$ cat src/rtl/icache_mshr_alloc_if.sv
// Allocator-facing bundle for the icache MSHR free list: offer/take handshake,
// release/flush return paths and occupancy/error status.
interface icache_mshr_alloc_if #(
    parameter int INDEX_WIDTH = 3
) ();
    logic                   alloc_vld;
    logic [INDEX_WIDTH-1:0] alloc_index;
    logic                   alloc_rdy;
    logic                   release_vld;
    logic [INDEX_WIDTH-1:0] release_index;
    logic                   flush;
    logic [INDEX_WIDTH:0]   free_cnt;
    logic                   full;
    logic                   low_water;
    logic                   err_double_free;
    logic                   err_bad_index;

    // master: the allocator itself; slave: arbiter plus refill/response path
    modport master (
        output alloc_vld, alloc_index, free_cnt, full, low_water,
               err_double_free, err_bad_index,
        input  alloc_rdy, release_vld, release_index, flush
    );

    modport slave (
        input  alloc_vld, alloc_index, free_cnt, full, low_water,
               err_double_free, err_bad_index,
        output alloc_rdy, release_vld, release_index, flush
    );
endinterface

$ cat src/rtl/icache_mshr_alloc.sv
// Free-list allocator for icache MSHR entries: offers the lowest free entry,
// accepts releases and flushes, and tracks occupancy plus sticky protocol errors.
module icache_mshr_alloc #(
    parameter int ENTRY_NUM   = 8,
    parameter int INDEX_WIDTH = $clog2(ENTRY_NUM),
    parameter int LOW_WATER   = 2
) (
    input  logic                clk,
    input  logic                rst,
    icache_mshr_alloc_if.master bus
);
    localparam logic [INDEX_WIDTH:0]   CNT_FULL  = (INDEX_WIDTH+1)'(ENTRY_NUM);
    localparam logic [INDEX_WIDTH:0]   CNT_ONE   = (INDEX_WIDTH+1)'(1);
    localparam logic [INDEX_WIDTH:0]   CNT_LOW   = (INDEX_WIDTH+1)'(LOW_WATER);
    localparam logic [ENTRY_NUM-1:0]   MAP_ONE   = ENTRY_NUM'(1);

    logic [ENTRY_NUM-1:0]   free_q;
    logic [INDEX_WIDTH:0]   free_cnt_q;
    logic                   err_double_free_q;
    logic                   err_bad_index_q;

    logic [ENTRY_NUM-1:0]   alloc_onehot;
    logic [ENTRY_NUM-1:0]   rel_onehot;
    logic                   alloc_vld;
    logic                   alloc_fire;
    logic                   rel_in_range;
    logic                   rel_target_free;
    logic                   release_fire;

    function automatic logic [INDEX_WIDTH-1:0] lowest_free(input logic [ENTRY_NUM-1:0] map);
        logic [INDEX_WIDTH-1:0] idx;
        idx = '0;
        for (int i = ENTRY_NUM - 1; i >= 0; i--) begin
            if (map[i]) idx = INDEX_WIDTH'(i);
        end
        return idx;
    endfunction

    // Clamped at both ends so illegal traffic can never wrap the count.
    function automatic logic [INDEX_WIDTH:0] cnt_next(input logic [INDEX_WIDTH:0] cnt,
                                                      input logic dec,
                                                      input logic inc);
        logic [INDEX_WIDTH:0] r;
        r = cnt;
        if (dec && !inc && cnt != '0)
            r = cnt - CNT_ONE;
        else if (inc && !dec && cnt != CNT_FULL)
            r = cnt + CNT_ONE;
        return r;
    endfunction

    // Offer path depends only on registered state; alloc_rdy never reaches an output.
    assign alloc_vld    = |free_q;
    assign alloc_onehot = free_q & (~free_q + MAP_ONE);
    assign alloc_fire   = alloc_vld & bus.alloc_rdy;

    always_comb begin
        rel_onehot = '0;
        for (int i = 0; i < ENTRY_NUM; i++) begin
            rel_onehot[i] = (bus.release_index == INDEX_WIDTH'(i));
        end
    end

    // An index outside the entry range decodes to no bit at all.
    assign rel_in_range    = |rel_onehot;
    assign rel_target_free = |(rel_onehot & free_q);
    assign release_fire    = bus.release_vld & rel_in_range & ~rel_target_free;

    always_ff @(posedge clk or posedge rst) begin
        if (rst) begin
            free_q            <= '1;
            free_cnt_q        <= CNT_FULL;
            err_double_free_q <= 1'b0;
            err_bad_index_q   <= 1'b0;
        end else if (bus.flush) begin
            free_q     <= '1;
            free_cnt_q <= CNT_FULL;
        end else begin
            // Taken and released bits never coincide: a legal release targets a busy entry.
            free_q     <= (free_q & ~(alloc_fire ? alloc_onehot : '0))
                          | (release_fire ? rel_onehot : '0);
            free_cnt_q <= cnt_next(free_cnt_q, alloc_fire, release_fire);
            if (bus.release_vld && !rel_in_range)
                err_bad_index_q <= 1'b1;
            if (bus.release_vld && rel_target_free)
                err_double_free_q <= 1'b1;
        end
    end

    assign bus.alloc_vld       = alloc_vld;
    assign bus.alloc_index     = lowest_free(free_q);
    assign bus.free_cnt        = free_cnt_q;
    assign bus.full            = (free_cnt_q == '0);
    assign bus.low_water       = (free_cnt_q <= CNT_LOW);
    assign bus.err_double_free = err_double_free_q;
    assign bus.err_bad_index   = err_bad_index_q;
endmodule
$ cat src/flat_wrapper.sv
// flat-port wrapper written by rule: the top's interface ports become plain ports
module icache_mshr_alloc_flat 
#(
    parameter int ENTRY_NUM   = 8,
    parameter int INDEX_WIDTH = $clog2(ENTRY_NUM),
    parameter int LOW_WATER   = 2
)
  (clk, rst, bus_alloc_vld, bus_alloc_index, bus_free_cnt, bus_full, bus_low_water, bus_err_double_free, bus_err_bad_index, bus_alloc_rdy, bus_release_vld, bus_release_index, bus_flush);
  icache_mshr_alloc_if #(.INDEX_WIDTH(INDEX_WIDTH)) bus_i ();
  input  logic clk;
  input  logic rst;
  output wire logic [$bits(bus_i.alloc_vld)-1:0] bus_alloc_vld;
  output wire logic [$bits(bus_i.alloc_index)-1:0] bus_alloc_index;
  output wire logic [$bits(bus_i.free_cnt)-1:0] bus_free_cnt;
  output wire logic [$bits(bus_i.full)-1:0] bus_full;
  output wire logic [$bits(bus_i.low_water)-1:0] bus_low_water;
  output wire logic [$bits(bus_i.err_double_free)-1:0] bus_err_double_free;
  output wire logic [$bits(bus_i.err_bad_index)-1:0] bus_err_bad_index;
  input wire logic [$bits(bus_i.alloc_rdy)-1:0] bus_alloc_rdy;
  input wire logic [$bits(bus_i.release_vld)-1:0] bus_release_vld;
  input wire logic [$bits(bus_i.release_index)-1:0] bus_release_index;
  input wire logic [$bits(bus_i.flush)-1:0] bus_flush;
  assign bus_alloc_vld = bus_i.alloc_vld;
  assign bus_alloc_index = bus_i.alloc_index;
  assign bus_free_cnt = bus_i.free_cnt;
  assign bus_full = bus_i.full;
  assign bus_low_water = bus_i.low_water;
  assign bus_err_double_free = bus_i.err_double_free;
  assign bus_err_bad_index = bus_i.err_bad_index;
  assign bus_i.alloc_rdy = bus_alloc_rdy;
  assign bus_i.release_vld = bus_release_vld;
  assign bus_i.release_index = bus_release_index;
  assign bus_i.flush = bus_flush;
  icache_mshr_alloc #(.ENTRY_NUM(ENTRY_NUM), .INDEX_WIDTH(INDEX_WIDTH), .LOW_WATER(LOW_WATER)) u_core (.clk(clk), .rst(rst), .bus(bus_i));
endmodule
$ cat config.mk
export PLATFORM = sky130hd
export DESIGN_NAME = icache_mshr_alloc_flat
export DESIGN_NICKNAME = d
export VERILOG_FILES = /design/src/rtl/icache_mshr_alloc_if.sv /design/src/rtl/icache_mshr_alloc.sv /design/src/flat_wrapper.sv
export SDC_FILE = /design/constraint.sdc
export NUM_CORES = 1
export LEC_CHECK = 0
export CAP_MARGIN = 30
export CORE_MARGIN = 2
export CORE_UTILIZATION = 40
export CTS_CLUSTER_SIZE = 20
export DETAILED_ROUTE_END_ITERATION = 10
export SLEW_MARGIN = 20
export SYNTH_ARGS = -nofsm -noshare
export SYNTH_HDL_FRONTEND = slang
export SYNTH_SLANG_ARGS = --single-unit
export TNS_END_PERCENT = 100
$ cat constraint.sdc
create_clock -name clk -period 3.09 [get_ports clk]
set_clock_uncertainty 0.1 [all_clocks]
set_input_delay 0.309 -clock clk [delete_from_list [all_inputs] [get_ports clk]]
set_output_delay 0.309 -clock clk [all_outputs]
set_load 0.05 [all_outputs]
* Word level (Yosys, flattened, before mapping)
Cells that the tools add are included.
** Storage, ports and cells
- Register bits :: 14
** Cells by class
- Add/sub/neg operators :: 3
- Mux-type cells :: 14
- Reduce and logical (&&, ||, !) cells :: 18
- Equality and inequality tests :: 8
- Bitwise gates (word level) :: 11
- Order comparisons :: 1
** Operators with widths (number)
- bitwise AND 8 bit :: 3
- two-way mux 3 bit :: 8
- two-way mux 8 bit :: 3
- OR reduction 8 bit :: 3
- NOT 8 bit :: 2
- equality test 3 bit, second input constant :: 4
- two-way mux 4 bit :: 3
- adder 8 x 1 -> 8 bit, second input constant :: 1
- OR 8 bit :: 1
- equality test 3 x 2 -> 1 bit, second input constant :: 2
- logical AND 1 bit :: 6
- adder 4 x 1 -> 4 bit, second input constant :: 1
- less-or-equal comparator 4 x 2 -> 1 bit, second input constant :: 1
- logical NOT 4 bit :: 1
- != test 4 bit, second input constant :: 1
- AND reduction 2 bit :: 2
- nonzero test 4 bit :: 1
- subtractor 4 x 1 -> 4 bit, second input constant :: 1
- bitwise AND 1 bit :: 3
- equality test 3 x 1 -> 1 bit, second input constant :: 1
- logical NOT 1 bit :: 3
- logical NOT 3 bit :: 1
- nonzero test 3 bit :: 1
- NOT 1 bit :: 2

* Logic depth before layout (Yosys ltp)
- Depth after elaboration :: 10
- Depth in mapped cells :: 11
- Gate-level depth less buffers :: 10

* Worst setup path before layout
Ideal clock, no wire load.
- Path type :: flip-flop to flip-flop
- From :: reg u_core.free_cnt_q[1] (netlist: u_core.bus.free_cnt[1])
- To :: reg u_core.free_cnt_q[3] (netlist: u_core.bus.free_cnt[3])
- Path slack :: -707 ps
- Arrival :: 3622 ps
- Cell stages (with the launch flop) :: 10
- Path through :: dfrtp_1 -> nor4_1 -> a211o_1 -> nor2b_1 -> ha_1 -> a21o_1 -> a21oi_1 -> a211oi_1 -> mux2i_1 -> mux2i_1
** On the way
- Cells in the longest elaborated chain, start to end :: 4
- Elaborated cells between the ends (all ways) :: 10
- Those cells by class :: add/sub (2); eq/ne (1); mux (3); reduce/logical (4)
** Ends and longest elaborated chain
- from (decl) :: line icache_mshr_alloc.sv:18 : logic [INDEX_WIDTH:0] free_cnt_q;
- from (signal assigned) :: line icache_mshr_alloc.sv:82 : free_cnt_q <= cnt_next(free_cnt_q, alloc_fire, release_fire);
- adder 4 x 1 -> 4 bit or nonzero test 4 bit (tied branches) :: line icache_mshr_alloc.sv:48, icache_mshr_alloc.sv:45
- two-way mux 4 bit or logical AND 1 bit (tied branches) :: line icache_mshr_alloc.sv:47, icache_mshr_alloc.sv:45
- two-way mux 4 bit :: line icache_mshr_alloc.sv:45 : if (dec && !inc && cnt != '0)
- two-way mux 4 bit :: line icache_mshr_alloc.sv:75 : end else if (bus.flush) begin
Several ways; a longest one is shown, not always the timed one. The select of a mux whose other input is x is not followed.
A chain may end at the register's enable or synchronous reset.

* Final worst setup path
- From :: in bus_release_index[0]
- To :: reg u_core.free_cnt_q[3] (netlist: u_core.bus.free_cnt[3])
** On the way
- Cells in the longest elaborated chain, start to end :: 10
- Elaborated cells between the ends (all ways) :: 22
- Those cells by class :: eq/ne (7); mux (2); bitwise (4); reduce/logical (9)
** Ends and longest elaborated chain
- from (decl) :: line flat_wrapper.sv:21 : input wire logic [$bits(bus_i.release_index)-1:0] bus_release_index;
- equality test 3 x 1 -> 1 bit (tied with other cells) :: line icache_mshr_alloc.sv:60 : rel_onehot[i] = (bus.release_index == INDEX_WIDTH'(i));
- bitwise AND 8 bit :: line icache_mshr_alloc.sv:66 : assign rel_target_free = |(rel_onehot & free_q);
- OR reduction 8 bit :: line icache_mshr_alloc.sv:66
- NOT 1 bit :: line icache_mshr_alloc.sv:67 : assign release_fire = bus.release_vld & rel_in_range & ~rel_target_free;
- bitwise AND 1 bit * :: line icache_mshr_alloc.sv:67
- logical NOT 1 bit :: line icache_mshr_alloc.sv:45
- logical AND 1 bit (2 in series) :: line icache_mshr_alloc.sv:45
- two-way mux 4 bit :: line icache_mshr_alloc.sv:45
- two-way mux 4 bit :: line icache_mshr_alloc.sv:75
Mark *: on every way between the ends. The rest lies on a longest branch, timed or not.

==> impl_metrics.json <==
{
  "status": "finished clean",
  "antenna_found_initial": 0,
  "endpoint": "u_core.bus.free_cnt[3]$_DFFE_PP1P_",
  "drv_slew": 0,
  "critPathArrivalTime_ps": 2890,
  "syn_area_sq_um": 977.2,
  "chipWidth_um": 53.43,
  "setup_viol": 0,
  "finalSetupTns_ps": 0,
  "worstReg2RegEnd": "u_core.bus.free_cnt[3]$_DFFE_PP1P_",
  "syn_inst": 98,
  "dpl.hpwl_um": 1780,
  "setup.worst_path.class": "in2reg",
  "drv_cap": 0,
  "num_vias": 867,
  "endpoint_kind": "register",
  "cts_tree": "built",
  "rows": 17,
  "drt_wl_total_um": 2343,
  "leakage_nw": 0.5299,
  "cp_max_fo": 7,
  "ys_seq_elements": 14,
  "drive_gt1_frac": 0.2480,
  "tightest_slew_ps": 558.4,
  "rsz0062_at_grt": "false",
  "n_antenna_cell": 0,
  "synth-edff-count": 0,
  "wl_per_cell_um": 15.31,
  "yosysWarnings": 0,
  "layout_min_cycle_time_ps": 2771,
  "grt.overflow.total": 0,
  "fin_nets": 137,
  "worstPathRequired_ps": 3210,
  "powerDensity_nw_per_um2": 578.6,
  "hold_path.class": "in2async",
  "holdBufCountCts": 0,
  "synthFlopType": "dfstp_2",
  "rr_startpoint": "u_core.free_q[0]$_DFF_PP1_",
  "die_h_um": 53.43,
  "io_buffers": 19,
  "ys_types": 42,
  "layout_commonest_cell": "clkdlybuf4s50_1",
  "synth_area_leader_cell": "dfstp_2",
  "first_global_vias": 853,
  "drc": 0,
  "cts_root_buffer": "clkbuf_4",
  "dr.pass1.iters": 4,
  "cts_max_path_buffers": 2,
  "ys_seq_area_frac": 0.3700,
  "placed_cell_area_sq_um": 1255,
  "area_growth_pct": 32.14,
  "cts_setup_buffers": 0,
  "reg2regPathDepth": 11,
  "start_kind": "input port",
  "grt_use_total": 0.2024,
  "cts.sink_count": 14,
  "grt_pass1_wl_um": 4071,
  "postCtsResizedCells": 0,
  "gp_congestion": 0.9144,
  "die_area_sq_um": 2854,
  "max_freq_mhz": 360.9,
  "layout_common_cells": "clkdlybuf4s50_1 (19), dfstp_2 (9), nand2_1 (8), buf_4 (8), a21oi_1 (7)",
  "synthArstFlopShare": 1.000,
  "syn_nets": 109,
  "yosysTopAreaCellShare": 0.2420,
  "io_pins": 20,
  "grt_max_degree": 15,
  "final_hold_viol_count": 0,
  "syn_area_per_cell_sq_um": 9.971,
  "vias_per_cell": 5.667,
  "final_cell_area_sq_um": 1291,
  "rrSetupSlack_ps": 350,
  "ir_drop_uv": 397.6,
  "synthTopCellsByArea": "dfstp_2 (24%), dfrtp_1 (13%), mux2i_1 (4.1%), nor2b_1 (3.8%), a21oi_1 (3.6%)",
  "slew_headroom": 0.6273,
  "antenna_left": 0,
  "initial_core_util": 0.4334,
  "critPathLaunch": "bus_release_index[0]",
  "core_sq_um": 2255,
  "fin_crit_sh": 0.8968,
  "drt_iter0_drc": 21,
  "cts.clk_slew.worst_paths_ps": 90,
  "clk_latency_ps": 290,
  "numCtsBuffers": 3,
  "cts_max_level": 1
}
[critical path, cell delays in order]
cell	delay [ps]
clkdlybuf4s50_1	610
and2b_1	240
a2111oi_4	360
o41ai_4	130
nor2b_1	160
ha_1	270
a21o_1	170
a21oi_1	190
a211oi_1	60
mux2i_1	180
mux2i_1	210
[stage by stage]
step | utilization | hold WS, ps | cells | setup slack, ps | total power, W
after global placement | 0.5566 | 267.0 | 149 | 87.00 | 0.0006166
final | 0.5727 | 259.8 | 153 | 318.8 | 0.0007472
after floorplan | - | 91.78 | 98 | 235.3 | 0.0004951
after global routing | 0.5727 | 289.6 | 153 | 76.83 | 0.0007980
after detailed placement | 0.5566 | 267.2 | 149 | -3.542 | 0.0006158
after CTS | 0.5727 | 266.3 | 153 | 302.1 | 0.0007572
[how the worst min path moves through the flow]
| stage | cells past startpoint | slack (ps) | startpoint | to |
|---|---|---|---|---|
| final | 2 | 260 | rst | u_core.bus.free_cnt[1]$_DFFE_PP0P_ |
| after floorplan | 1 | 90 | rst | u_core.bus.err_bad_index$_DFFE_PP0P_ |
| after detailed placement | 0 | 270 | u_core.bus.err_bad_index$_DFFE_PP0P_ | u_core.bus.err_bad_index$_DFFE_PP0P_ |
| after global placement | 0 | 270 | u_core.bus.err_bad_index$_DFFE_PP0P_ | u_core.bus.err_bad_index$_DFFE_PP0P_ |
| after global routing | 2 | 290 | rst | u_core.bus.free_cnt[1]$_DFFE_PP0P_ |
| after CTS | 2 | 270 | rst | u_core.bus.free_cnt[1]$_DFFE_PP0P_ |
[layer usage]
metal	vias up	wire length (um)	track usage
met5	-	0	0
met4	0	13	0.04701
met3	2	145	0.05932
met2	26	1036	0.2963
met1	413	1147	0.2892
li1	426	-	-
[report_power, final]
| group | switching, W | total (W) | internal [W] |
|---|---|---|---|
| Combinational | 0.000202 | 0.000355 | 0.000153 |
| Sequential | 0.0000480 | 0.000256 | 0.000208 |
| Clock | 0.0000639 | 0.000136 | 0.0000717 |
| Total | 0.000314 | 0.000747 | 0.000434 |
[synth_stat cells (all sizes together), types with 4 or more instances]
cell and count:
a21oi 7, inv 5, o21ai 4, nor2b 6, dfstp 9, nor4 4, dfrtp 5, nand2 9
nor2 4, mux2i 4
[cells by family (layout without fill, tap and decap cells)]
family / after synthesis / after routing / synth area share
xor gates and xnor gates: 1 / 1 / 0.008965
muxes: 6 / 6 / 0.07171
and+or+nand+nor: 33 / 33 / 0.1831
AOI/OAI and AO/OA: 31 / 31 / 0.2740
adders and majority gates: 3 / 3 / 0.04609
DFF: 14 / 14 / 0.3700
buffers and inverters: 10 / 37 / 0.04608
[final cells by class]
type,count,area (sq um)
Multi-Input combinational cell,74,585.6
Inverter,6,22.52
Sequential cell,14,361.6
Timing Repair Buffer,27,250.2
Clock buffer,4,36.28
Fill cell,213,963.4
Tap cell,28,35.03
[flip-flops by register name, indices dropped and copies added, names as in the netlist]
| signal | cells |
|---|---|
| u_core.bus.err_bad_index | 1 |
| u_core.bus.err_double_free | 1 |
| u_core.bus.free_cnt | 4 |
| u_core.free_q | 8 |
Note: power is estimated with default switching activity, not from simulation.
